<file path="src/rtl/fetch_stage_if.sv">
// Decode-side handshake bundle between fetch_stage and its consumer.
// The master drives the queue head; the slave returns outReady.
interface fetch_stage_if #(
    parameter int XLEN = 32
);
    logic            outValid;
    logic            outReady;
    logic [XLEN-1:0] outPC;
    logic [31:0]     outInstr;

    modport master (
        output outValid,
        output outPC,
        output outInstr,
        input  outReady
    );

    modport slave (
        input  outValid,
        input  outPC,
        input  outInstr,
        output outReady
    );
endinterface

</file>
<file path="src/rtl/fetch_stage.sv">
// Fetch stage: PC generator feeding a DEPTH-entry instruction queue.
// Optional FETCH_PERF_EN adds fetchCount/flushCount perf counters.
module fetch_stage #(
    parameter int              XLEN         = 32,
    parameter int              DEPTH        = 4,
    parameter int              PC_STEP      = 1,
    parameter logic [XLEN-1:0] RESET_VECTOR = '0
) (
    input  logic                       clk,
    input  logic                       rst,
    input  logic                       fetchEn,
    output logic [XLEN-1:0]            imemAddr,
    input  logic [31:0]                imemData,
    input  logic                       redirect,
    input  logic [XLEN-1:0]            redirectPC,
    fetch_stage_if.master              deq,
`ifdef FETCH_PERF_EN
    output logic [31:0]                fetchCount,
    output logic [31:0]                flushCount,
`endif
    output logic [$clog2(DEPTH+1)-1:0] count
);
    localparam int CW = $clog2(DEPTH + 1);
    localparam int AW = $clog2(DEPTH);
    localparam logic [31:0] NOP = 32'h0000_0013;

    logic [XLEN-1:0] fetchPC;
    logic [AW-1:0]   head;
    logic [AW-1:0]   tail;
    logic [XLEN-1:0] pcQ    [DEPTH];
    logic [31:0]     instrQ [DEPTH];
    logic            pop;
    logic            push;

    assign imemAddr = fetchPC;
    assign pop  = deq.outValid & deq.outReady;
    assign push = fetchEn & ~redirect & ((count < CW'(DEPTH)) | pop);

    assign deq.outValid = (count != '0);
    assign deq.outPC    = deq.outValid ? pcQ[head] : '0;
    assign deq.outInstr = deq.outValid ? instrQ[head] : NOP;

    // Queue storage needs no reset: every read is masked by count.
    always_ff @(posedge clk) begin
        if (push) begin
            pcQ[tail]    <= fetchPC;
            instrQ[tail] <= imemData;
        end
    end

    // Pointers wrap naturally since DEPTH is a power of two.
    always_ff @(posedge clk or posedge rst) begin
        if (rst) begin
            fetchPC <= RESET_VECTOR;
            head    <= '0;
            tail    <= '0;
            count   <= '0;
        end else if (redirect) begin
            fetchPC <= redirectPC;
            head    <= '0;
            tail    <= '0;
            count   <= '0;
        end else begin
            if (push) begin
                tail    <= tail + AW'(1);
                fetchPC <= fetchPC + XLEN'(PC_STEP);
            end
            if (pop) begin
                head <= head + AW'(1);
            end
            case ({push, pop})
                2'b10:   count <= count + CW'(1);
                2'b01:   count <= count - CW'(1);
                default: count <= count;
            endcase
        end
    end

`ifdef FETCH_PERF_EN
    always_ff @(posedge clk or posedge rst) begin
        if (rst) begin
            fetchCount <= '0;
            flushCount <= '0;
        end else begin
            if (push) begin
                fetchCount <= fetchCount + 32'd1;
            end
            if (redirect) begin
                flushCount <= flushCount + 32'd1;
            end
        end
    end
`endif

endmodule

</file>
<file path="src/flat_wrapper.sv">
// flat-port wrapper written by rule: the top's interface ports become plain ports
module fetch_stage_flat 
#(
    parameter int              XLEN         = 32,
    parameter int              DEPTH        = 4,
    parameter int              PC_STEP      = 1,
    parameter logic [XLEN-1:0] RESET_VECTOR = '0
)
  (clk, rst, fetchEn, imemAddr, imemData, redirect, redirectPC, count, deq_outValid, deq_outPC, deq_outInstr, deq_outReady);
  fetch_stage_if #(.XLEN(XLEN)) deq_i ();
  input  logic clk;
  input  logic rst;
  input  logic fetchEn;
  output logic [XLEN-1:0] imemAddr;
  input  logic [31:0] imemData;
  input  logic redirect;
  input  logic [XLEN-1:0] redirectPC;
  output logic [$clog2(DEPTH+1)-1:0] count;
  output wire logic [$bits(deq_i.outValid)-1:0] deq_outValid;
  output wire logic [$bits(deq_i.outPC)-1:0] deq_outPC;
  output wire logic [$bits(deq_i.outInstr)-1:0] deq_outInstr;
  input wire logic [$bits(deq_i.outReady)-1:0] deq_outReady;
  assign deq_outValid = deq_i.outValid;
  assign deq_outPC = deq_i.outPC;
  assign deq_outInstr = deq_i.outInstr;
  assign deq_i.outReady = deq_outReady;
  fetch_stage #(.XLEN(XLEN), .DEPTH(DEPTH), .PC_STEP(PC_STEP), .RESET_VECTOR(RESET_VECTOR)) u_core (.clk(clk), .rst(rst), .fetchEn(fetchEn), .imemAddr(imemAddr), .imemData(imemData), .redirect(redirect), .redirectPC(redirectPC), .deq(deq_i), .count(count));
endmodule
</file>
<file path="config.mk">
export PLATFORM = sky130hd
export DESIGN_NAME = fetch_stage_flat
export DESIGN_NICKNAME = d
export VERILOG_FILES = /design/src/rtl/fetch_stage_if.sv /design/src/rtl/fetch_stage.sv /design/src/flat_wrapper.sv
export SDC_FILE = /design/constraint.sdc
export NUM_CORES = 1
export LEC_CHECK = 0
export CORE_ASPECT_RATIO = 1.2
export CORE_MARGIN = 3
export CORE_UTILIZATION = 45
export DETAILED_ROUTE_END_ITERATION = 8
export GPL_TIMING_DRIVEN = 0
export PLACE_DENSITY = 0.71
export SYNTH_ARGS = -nofsm -noshare
export SYNTH_HDL_FRONTEND = slang
export SYNTH_SLANG_ARGS = --single-unit
</file>
<file path="constraint.sdc">
create_clock -name clk -period 2.9 [get_ports clk]
set_clock_uncertainty 0.1 [all_clocks]
set_input_delay 0.87 -clock clk [delete_from_list [all_inputs] [get_ports clk]]
set_output_delay 0.87 -clock clk [all_outputs]
set_load 0.02 [all_outputs]
</file>
After elaboration in Yosys (flattened, before gate mapping):

Memories as Yosys holds them, arrays and structs flattened.
Cells that the tools add are included.

* reductions and logical operators: 4
* add/subtract/negate cells: 5
* bitwise logic cells: 5
* equal/unequal tests: 2
* order comparisons: 1
* muxes and demuxes: 12

Operator list (number)
* $mux 32: 4
* $add 32x1->32 const B: 1
* $mux 2: 4
* $pmux 3 s2: 1
* $reduce_bool 3->1: 2
* $add 2x1->2 const B: 2
* $reduce_bool 2->1: 2
* $add 3x1->3 const B: 1
* $and 1x1->1: 3
* $lt 3x3->1 const B: 1
* $mux 3: 1
* $sub 3x1->3 const B: 1
* $eq 2x1->1 const B: 1
* $eq 2x2->1 const B: 1
* $mux 1: 2
* $not 1->1: 1
* $or 1x1->1: 1

* bits of input ports: 69
* memories: 2
* bits in writable memories: 256
* flip-flop bits (word level): 39
* word-level logic and storage cells: 35
* output and inout bits: 100

Memory list
* u_core.instrQ: words 4, width 32, rd ports 1, clocked after Yosys merged registers in 0, write ports 1, line fetch_stage.sv:31 `logic [31:0] instrQ [DEPTH];`
* u_core.pcQ: words 4, width 32, rd ports 1, clocked after Yosys merged registers in 0, write ports 1, line fetch_stage.sv:30 `logic [XLEN-1:0] pcQ [DEPTH];`

Depth between registers and ports, before layout:

Gate-level depths: netlist of run 1.

* word-level depth: 7
* mapped depth: 10
* mapped depth without buffers: 9

Least setup slack after synthesis of run 1:

OpenSTA, ideal clock, no wires.

* kind: input -> register
* start point: input port deq_outReady
* end point: memory u_core.instrQ[0][0], enable pin
* arrival: 3035 ps
* slack: -664 ps
* required time: 2371 ps
* stages on the path: 5
* buffers on the path: 1
* library setup time: 429 ps
* cell sequence: nand2b_1 buf_4 nand2_1 nor2_1 and2_1

* word-level cells in the longest chain between the ends: 5

Ends and longest elaborated chain
* from (decl): line flat_wrapper.sv:22 `input wire logic [$bits(deq_i.outReady)-1:0] deq_outReady;`
* $and 1x1->1: line fetch_stage.sv:36 `assign pop = deq.outValid & deq.outReady;`
* $or 1x1->1: line fetch_stage.sv:37 `assign push = fetchEn & ~redirect & ((count < CW'(DEPTH)) | pop);`
* $and 1x1->1: line fetch_stage.sv:37
* $mux 1: line fetch_stage.sv:45 `if (push) begin`
* $mux 1 (implied by the code): line fetch_stage.sv:47 `instrQ[tail] <= imemData;`
* to (decl): line fetch_stage.sv:31

No other way between the ends.

Worst setup path in the final report of run 1:

* start point: register u_core.head[0]
* end point: output port deq_outPC[15]

* word-level cells in the longest chain between the ends: 2

Ends and longest elaborated chain
* from (decl): line fetch_stage.sv:28 `logic [AW-1:0] head;`
* from (signal assigned): line fetch_stage.sv:69 `head <= head + AW'(1);`
* $mem_v2 4x32
* $mux 32: line fetch_stage.sv:40 `assign deq.outPC = deq.outValid ? pcQ[head] : '0;`
* to (decl): line flat_wrapper.sv:20 `output wire logic [$bits(deq_i.outPC)-1:0] deq_outPC;`

No other way between the ends.

==> run_results.csv, run 1 <==
group,metric,value,unit
sta,timing.fmax,323,MHz
critical_path,cp_slowest_cell,"mux4_2",
critical_path,worstPathArrival,2.13,ns
min_path,holdCritPathClass,"reg2reg",
routing,vias_per_cell,5.83,
global_route,grt_pass1_wl,45100,um
critical_path,path_class,"reg2out",
cells_and_area,synthToLayoutAreaGrowth,30.4,%
synthesis,synthArstFlopShare,13.2,%
global_route,grt_use_total,19.7,%
sta,drv_slew,0,
sta,min_period,3.10,ns
die,num_rows,65,
clocking,clkTransAtPathRegs,0.06,ns
die,die_w,157,um
synthesis,syn-instance-count,729,
sta,slew_headroom,38.6,%
global_route,grt_overflow,0,
sta,rsz0062_at_grt,"yes",
clocking,cts_tree,"yes",
clocking,htree_num_levels,1,
critical_path,worst-path-buf-inv,4,
synthesis,synth_seq_cells,295,
sta,fin_crit_sh,107,%
global_route,grt_pass1_vias,7756,
critical_path,path_cells,"buf_12, buf_12, buf_6, mux4_2, and2_4, buf_6",
cells_and_area,antenna_cells,0,
sta,fin_ws,-0.198,ns
critical_path,crit_path_start_kind,"flip-flop",
routing,wirelength,29200,um
routing,ant_nets,0,
die,chipHeight,188,um
placed_design,placement.io_buffers,167,
critical_path,critical_path.top_delay_family,"buffers and inverters",
status,violations,"setup timing",
cells_and_area,fin_nets,1031,
placed_design,gp_congestion,0.873,
sta,setup_tns,-7.61,ns
placed_design,dpl-instance-area,14600,um2
die,ioPinCount,169,
pwr,p_int,9.73,mW
synthesis,ys_types,49,
placed_design,place_ws,-0.849,ns
synthesis,synth_warnings,0,
job,maxCapViolations,0,
global_route,grt_max_degree,53,
routing,dr.pass1.iters,5,
die,start_util,46.3,%
clocking,cts_made_buffers,29,
synthesis,postSynthAreaPerCell,17.0,um2
cells_and_area,fillers,2022,
routing,drc,0,
placed_design,place_hpwl,18100,um
routing,num_vias,7640,
synthesis,synth.net_count,804,
clocking,clockBufferDepth,3,
critical_path,max_stage_delay,0.47,ns
pwr,vdd_drop_max,0.499,mV
synthesis,synth_area,12400,um2
sta,finalSetupViolCount,64,
sta,hold_violations,0,
cells_and_area,final_area,16100,um2
synthesis,ys_seq_area_share,70.1,%
synthesis,synthFlopType,"edfxtp_1",
critical_path,cp_max_fo,8,
routing,drtIter0Drc,485,
die,core_area,26700,um2
pwr,seqPwrFrac,37.7,%
pwr,netSwitchingFraction,28.7,%
clocking,cts_root_buffer,"clkbuf_16",
pwr,power-per-cell-area,846,nW/um2
pwr,clock_power_share,27.5,%
pwr,pwr-share-comb,34.8,%
clocking,cts_sinks,295,
synthesis,synth-edff-count,256,
cells_and_area,postLayoutCoreUtil,60.4,%
critical_path,crit_path_end_kind,"primary output",
routing,avgRoutedWirePerCell,22.3,um
sta,tightest_slew,0.920,ns
status,status,"finished with violations",
critical_path,crit_required,1.93,ns
clocking,clkLatencyLatePin,0.54,ns
global_route,antenna_found_initial,1,
cells_and_area,drive_gt1_share,31.5,%
pwr,p_switching,3.91,mW
die,die_area,29500,um2
pwr,p_leak,5.54,nW
clocking,ctsHoldBuffers,0,
-- worst register-to-register path: stages, from the launching register on --
cell      delay [ns]
dfrtp_2         0.47
nand2b_2        0.13
buf_4           0.18
nand2_2         0.14
nor2_4          0.15
buf_4           0.14
and2_4          0.35
buf_16          0.33
-- worst paths after layout --
path,endpoint,from,depth (start not counted),slack [ns]
worst max-delay path,deq_outPC[15],u_core.head[0],6,-0.20
worst min-delay path,u_core.tail[1],u_core.tail[1],2,0.48
worst max register to register,u_core.instrQ[3][11],u_core.count[2],7,0.57
worst min register to register,u_core.tail[1],u_core.tail[1],2,0.48
max in group asynchronous,u_core.count[0],rst,2,1.29
min in group asynchronous,u_core.imemAddr[14],rst,2,0.76
-- power by group through the flow --
stage | sequential [mW] | clock, mW | combinational [mW]
after global placement | 5.21 | 0 | 3.87
final | 5.14 | 3.75 | 4.75
after floorplan | 5.22 | 0 | 2.16
after CTS | 5.14 | 3.83 | 4.49
after detailed placement | 5.22 | 0 | 3.91
after global routing | 5.17 | 3.99 | 5.07
-- synthesized netlist by cell type (5+ instances only) --
cell type  count  area share, %
nor2b_1       16           0.81
o31ai_1       17            1.0
clkbuf_1      22           0.67
a21oi_1        7           0.28
buf_2         16           0.65
nand2_1       22           0.67
nand4_1       27            1.4
and2_1        68            3.4
nor3_1        11           0.45
a22oi_1       13           0.79
nor4b_1        6           0.43
nor2_1        18           0.55
nand3_1       33            1.3
ha_1           5           0.51
edfxtp_1     256             62
and3_1         9           0.46
inv_1          6           0.18
xor2_1         8           0.57
dfrtp_1       39            7.9
mux4_2        64             12
o21ai_0       12           0.49
-- cells by family (layout without fill, tap and decap cells) --
kind of cell / after synthesis / count (layout) / synth area share (%)
AO/OA/AOI/OAI: 65 / 65 / 3.66
XOR/XNOR: 10 / 10 / 0.709
adder cells (fa/ha/maj): 6 / 6 / 0.668
buffers and inverters: 52 / 297 / 1.86
flip-flops: 295 / 295 / 70.1
multiplexers: 65 / 65 / 11.7
AND/OR/NAND/NOR: 236 / 237 / 11.3
-- metrics by stage --
| stage | hold WS, ns | std cells | power (mW) |
|---|---|---|---|
| finish | 0.479 | 1310 | 13.6 |
| global route | 0.502 | 1310 | 14.2 |
| CTS | 0.476 | 1305 | 13.5 |
| detailed placement | 0.467 | 1235 | 9.13 |
| global placement | 0.464 | 1231 | 9.09 |
| floorplan | 0.443 | 729 | 7.38 |
-- final cells by class --
type | count | area, um2 | area share [%]
clock inverters | 14 | 198 | 1.23
plain buffers | 44 | 335 | 2.08
flip-flops and latches | 295 | 8670 | 53.8
repair buffers | 196 | 2080 | 12.9
multi-input cells | 383 | 3640 | 22.6
inverters | 7 | 28.8 | 0.179
clock buffers | 36 | 752 | 4.66
well taps | 335 | 419 | 2.60
-- layout by cell type, fill, tap and decap left out, types with 16 or more instances in the layout --
| cell type | synthesis | final |
|---|---|---|
| o31ai_1 | 17 | 17 |
| nand4_1 | 27 | 27 |
| and2_4 | 0 | 56 |
| clkbuf_1 | 22 | 19 |
| mux4_2 | 64 | 64 |
| clkdlybuf4s50_1 | 0 | 101 |
| buf_4 | 4 | 18 |
| dfrtp_1 | 39 | 33 |
| buf_2 | 16 | 21 |
| nand3_1 | 33 | 33 |
| nand2_1 | 22 | 21 |
| edfxtp_1 | 256 | 256 |
| nor2b_1 | 16 | 16 |
| buf_6 | 0 | 59 |
| clkbuf_16 | 0 | 31 |
| nor2_1 | 18 | 17 |
-- timing repair --
action,in CTS,in global routing
setup buffers,15,8
endpoints found under the setup margin,245,200
resized for setup,392,102
pin swaps,5,15
cloned,5,2
hold endpoints to repair,0,0
-- flip-flops by register name (all words and copies together) (netlist names) --
name             cells
u_core.count         3
u_core.head          2
u_core.imemAddr     32
u_core.instrQ      128
u_core.pcQ         128
u_core.tail          2
-- per-layer routing --
layer  part of all wire (%)  vias to the layer above  global-route usage (%)
li1                       -                     3367                       -
met1                     40                     3894                    26.9
met2                     50                      325                    32.9
met3                    7.3                       52                    3.30
met4                    2.6                        2                    5.54
met5                  0.044                        -                       0
Note: power is estimated with default switching activity, not from simulation.
==> run 2, diff against run 1 <==
Settings changed: CAP_MARGIN set to 20.
==> results of run 2 <==
The final DEF is identical to that of run 1; final timing and power are the same.
==> run 3, diff against run 2 <==
Settings changed: CORE_UTILIZATION 45 to 25, PLACE_DENSITY 0.71 to 0.45.
==> run_results.csv, run 3 (synthesis results as in run 1) <==
group,metric,value,unit
status,status,"finished with violations",
status,violations,"setup timing",
sta,min_period,3.13,ns
critical_path,cp_max_fo,8,
die,ioPinCount,169,
critical_path,max_stage_delay,0.48,ns
die,chipHeight,250,um
routing,avgRoutedWirePerCell,22.4,um
global_route,grt_overflow,0,
sta,finalSetupViolCount,64,
pwr,netSwitchingFraction,29.6,%
global_route,grt_pass1_wl,54400,um
cells_and_area,final_common_cell,"edfxtp_1",
clocking,cts_tree,"yes",
sta,fin_ws,-0.232,ns
die,die_w,209,um
sta,hold_violations,0,
cells_and_area,final_cell_mix,"256 x edfxtp_1, 101 x clkdlybuf4s50_1, 64 x mux4_2",
clocking,ctsHoldBuffers,0,
sta,drv_slew,0,
placed_design,place_ws,-0.928,ns
routing,dr.pass1.iters,5,
routing,drtIter0Drc,616,
clocking,cts_root_buffer,"clkbuf_16",
clocking,cts_sinks,295,
critical_path,path_class,"reg2out",
critical_path,path_cells,"buf_12, buf_12, buf_6, mux4_2, or2_4, buf_6",
clocking,clkLatencyLatePin,0.51,ns
placed_design,gp_congestion,0.789,
sta,fin_crit_sh,108,%
sta,rsz0062_at_grt,"yes",
die,die_area,52200,um2
pwr,vdd_drop_max,0.357,mV
placed_design,placement.io_buffers,167,
routing,num_vias,7655,
critical_path,crit_path_end_kind,"primary output",
sta,slew_headroom,50.4,%
critical_path,crit_required,1.93,ns
pwr,clock_power_share,29.5,%
clocking,clockBufferDepth,3,
pwr,p_leak,5.72,nW
routing,wirelength,36600,um
min_path,holdCritPathClass,"reg2reg",
pwr,seqPwrFrac,35.3,%
global_route,antenna_found_initial,2,
routing,drc,0,
sta,setup_tns,-9.60,ns
critical_path,crit_path_start_kind,"flip-flop",
sta,holdWs,0.500,ns
clocking,htree_num_levels,2,
sta,timing.fmax,319,MHz
global_route,grt_max_degree,42,
routing,ant_nets,0,
clocking,cts_made_buffers,35,
placed_design,place_hpwl,22300,um
critical_path,worstPathArrival,2.16,ns
pwr,p_total,14.5,mW
global_route,grt_pass1_vias,8184,
cells_and_area,fin_nets,1053,
routing,vias_per_cell,4.69,
die,num_rows,88,
pwr,p_switching,4.31,mW
pwr,p_int,10.2,mW
cells_and_area,drive_gt1_share,32.5,%
cells_and_area,regArea,8670,um2
global_route,grt_use_total,13.8,%
pwr,power-per-cell-area,860,nW/um2
job,maxCapViolations,0,
cells_and_area,synthToLayoutAreaGrowth,36.7,%
die,core_area,48400,um2
cells_and_area,multi_input_area,3670,um2
die,start_util,25.5,%
pwr,pwr-share-comb,35.2,%
cells_and_area,fillers,4674,
clocking,clkTransAtPathRegs,0.06,ns
sta,tightest_slew,0.745,ns
critical_path,cp_slowest_cell,"mux4_2",
run 3: changes by cell type in the layout (fill, tap and decap cells not counted), sizes merged:
cell | previous run | this run
and2 | 69 | 72
buf | 113 | 127
bufinv | 5 | 3
clkbuf | 60 | 66
clkdlybuf4s15 | 1 | 0
clkinv | 9 | 12
clkinvlp | 1 | 3
diode | 0 | 2
run 3: through the flow:
step	cell area, um2	cells	utilization (%)
2_1_floorplan	12400	729	-
3_3_place_gp	14800	1526	30.6
3_5_place_dp	15000	1531	30.9
4_1_cts	16700	1623	34.6
5_1_grt	16900	1630	34.9
6_report	16900	1632	34.9
run 3: worst paths after layout:
check | start | to | slack, ns | cells after the start
worst max-delay path | u_core.head[0] | deq_outInstr[0] | -0.23 | 6
worst min-delay path | u_core.tail[1] | u_core.tail[1] | 0.50 | 2
worst max register to register | u_core.count[2] | u_core.count[2] | 0.47 | 10
worst min register to register | u_core.tail[1] | u_core.tail[1] | 0.50 | 2
max in group asynchronous | rst | u_core.imemAddr[11] | 1.66 | 3
min in group asynchronous | rst | u_core.imemAddr[24] | 0.53 | 2
run 3: final cells by class:
| type | count | share of cell area [%] |
|---|---|---|
| plain buffers | 44 | 2.32 |
| clock inverters | 17 | 0.970 |
| clock buffers | 42 | 5.65 |
| multi-input cells | 386 | 21.7 |
| repair buffers | 209 | 13.2 |
| inverters | 7 | 0.178 |
| diodes | 2 | 0.0296 |
| well taps | 630 | 4.66 |
| flip-flops and latches | 295 | 51.3 |
run 3: power by group through the flow:
stage	logic [mW]	clock network, mW	registers [mW]
after CTS	5.00	4.46	5.14
after global routing	5.48	4.60	5.17
after floorplan	2.16	0	5.22
after detailed placement	4.10	0	5.23
final	5.11	4.29	5.14
after global placement	4.06	0	5.24
run 3: critical path: cells and delay by family (launching register included):
family                 cells  cell delay, ns
DFF                        1            0.40
muxes                      1            0.48
buffers and inverters      4            0.53
and+or+nand+nor            1            0.24
run 3: routing by layer:
metal / up-vias / track usage (%) / share of wire, %
met5: - / 0 / 0
met4: 0 / 3.22 / 1.6
met3: 44 / 2.94 / 5.4
met2: 243 / 24.5 / 51
met1: 3939 / 17.3 / 42
li1: 3429 / - / -
run 3: what timing repair did:
action / 4_1_cts / 5_1_grt
endpoints found under the setup margin: 277 / 97
pin swaps: 30 / 11
cloned: 9 / 1
resized for setup: 420 / 80
buffers inserted: 24 / 11
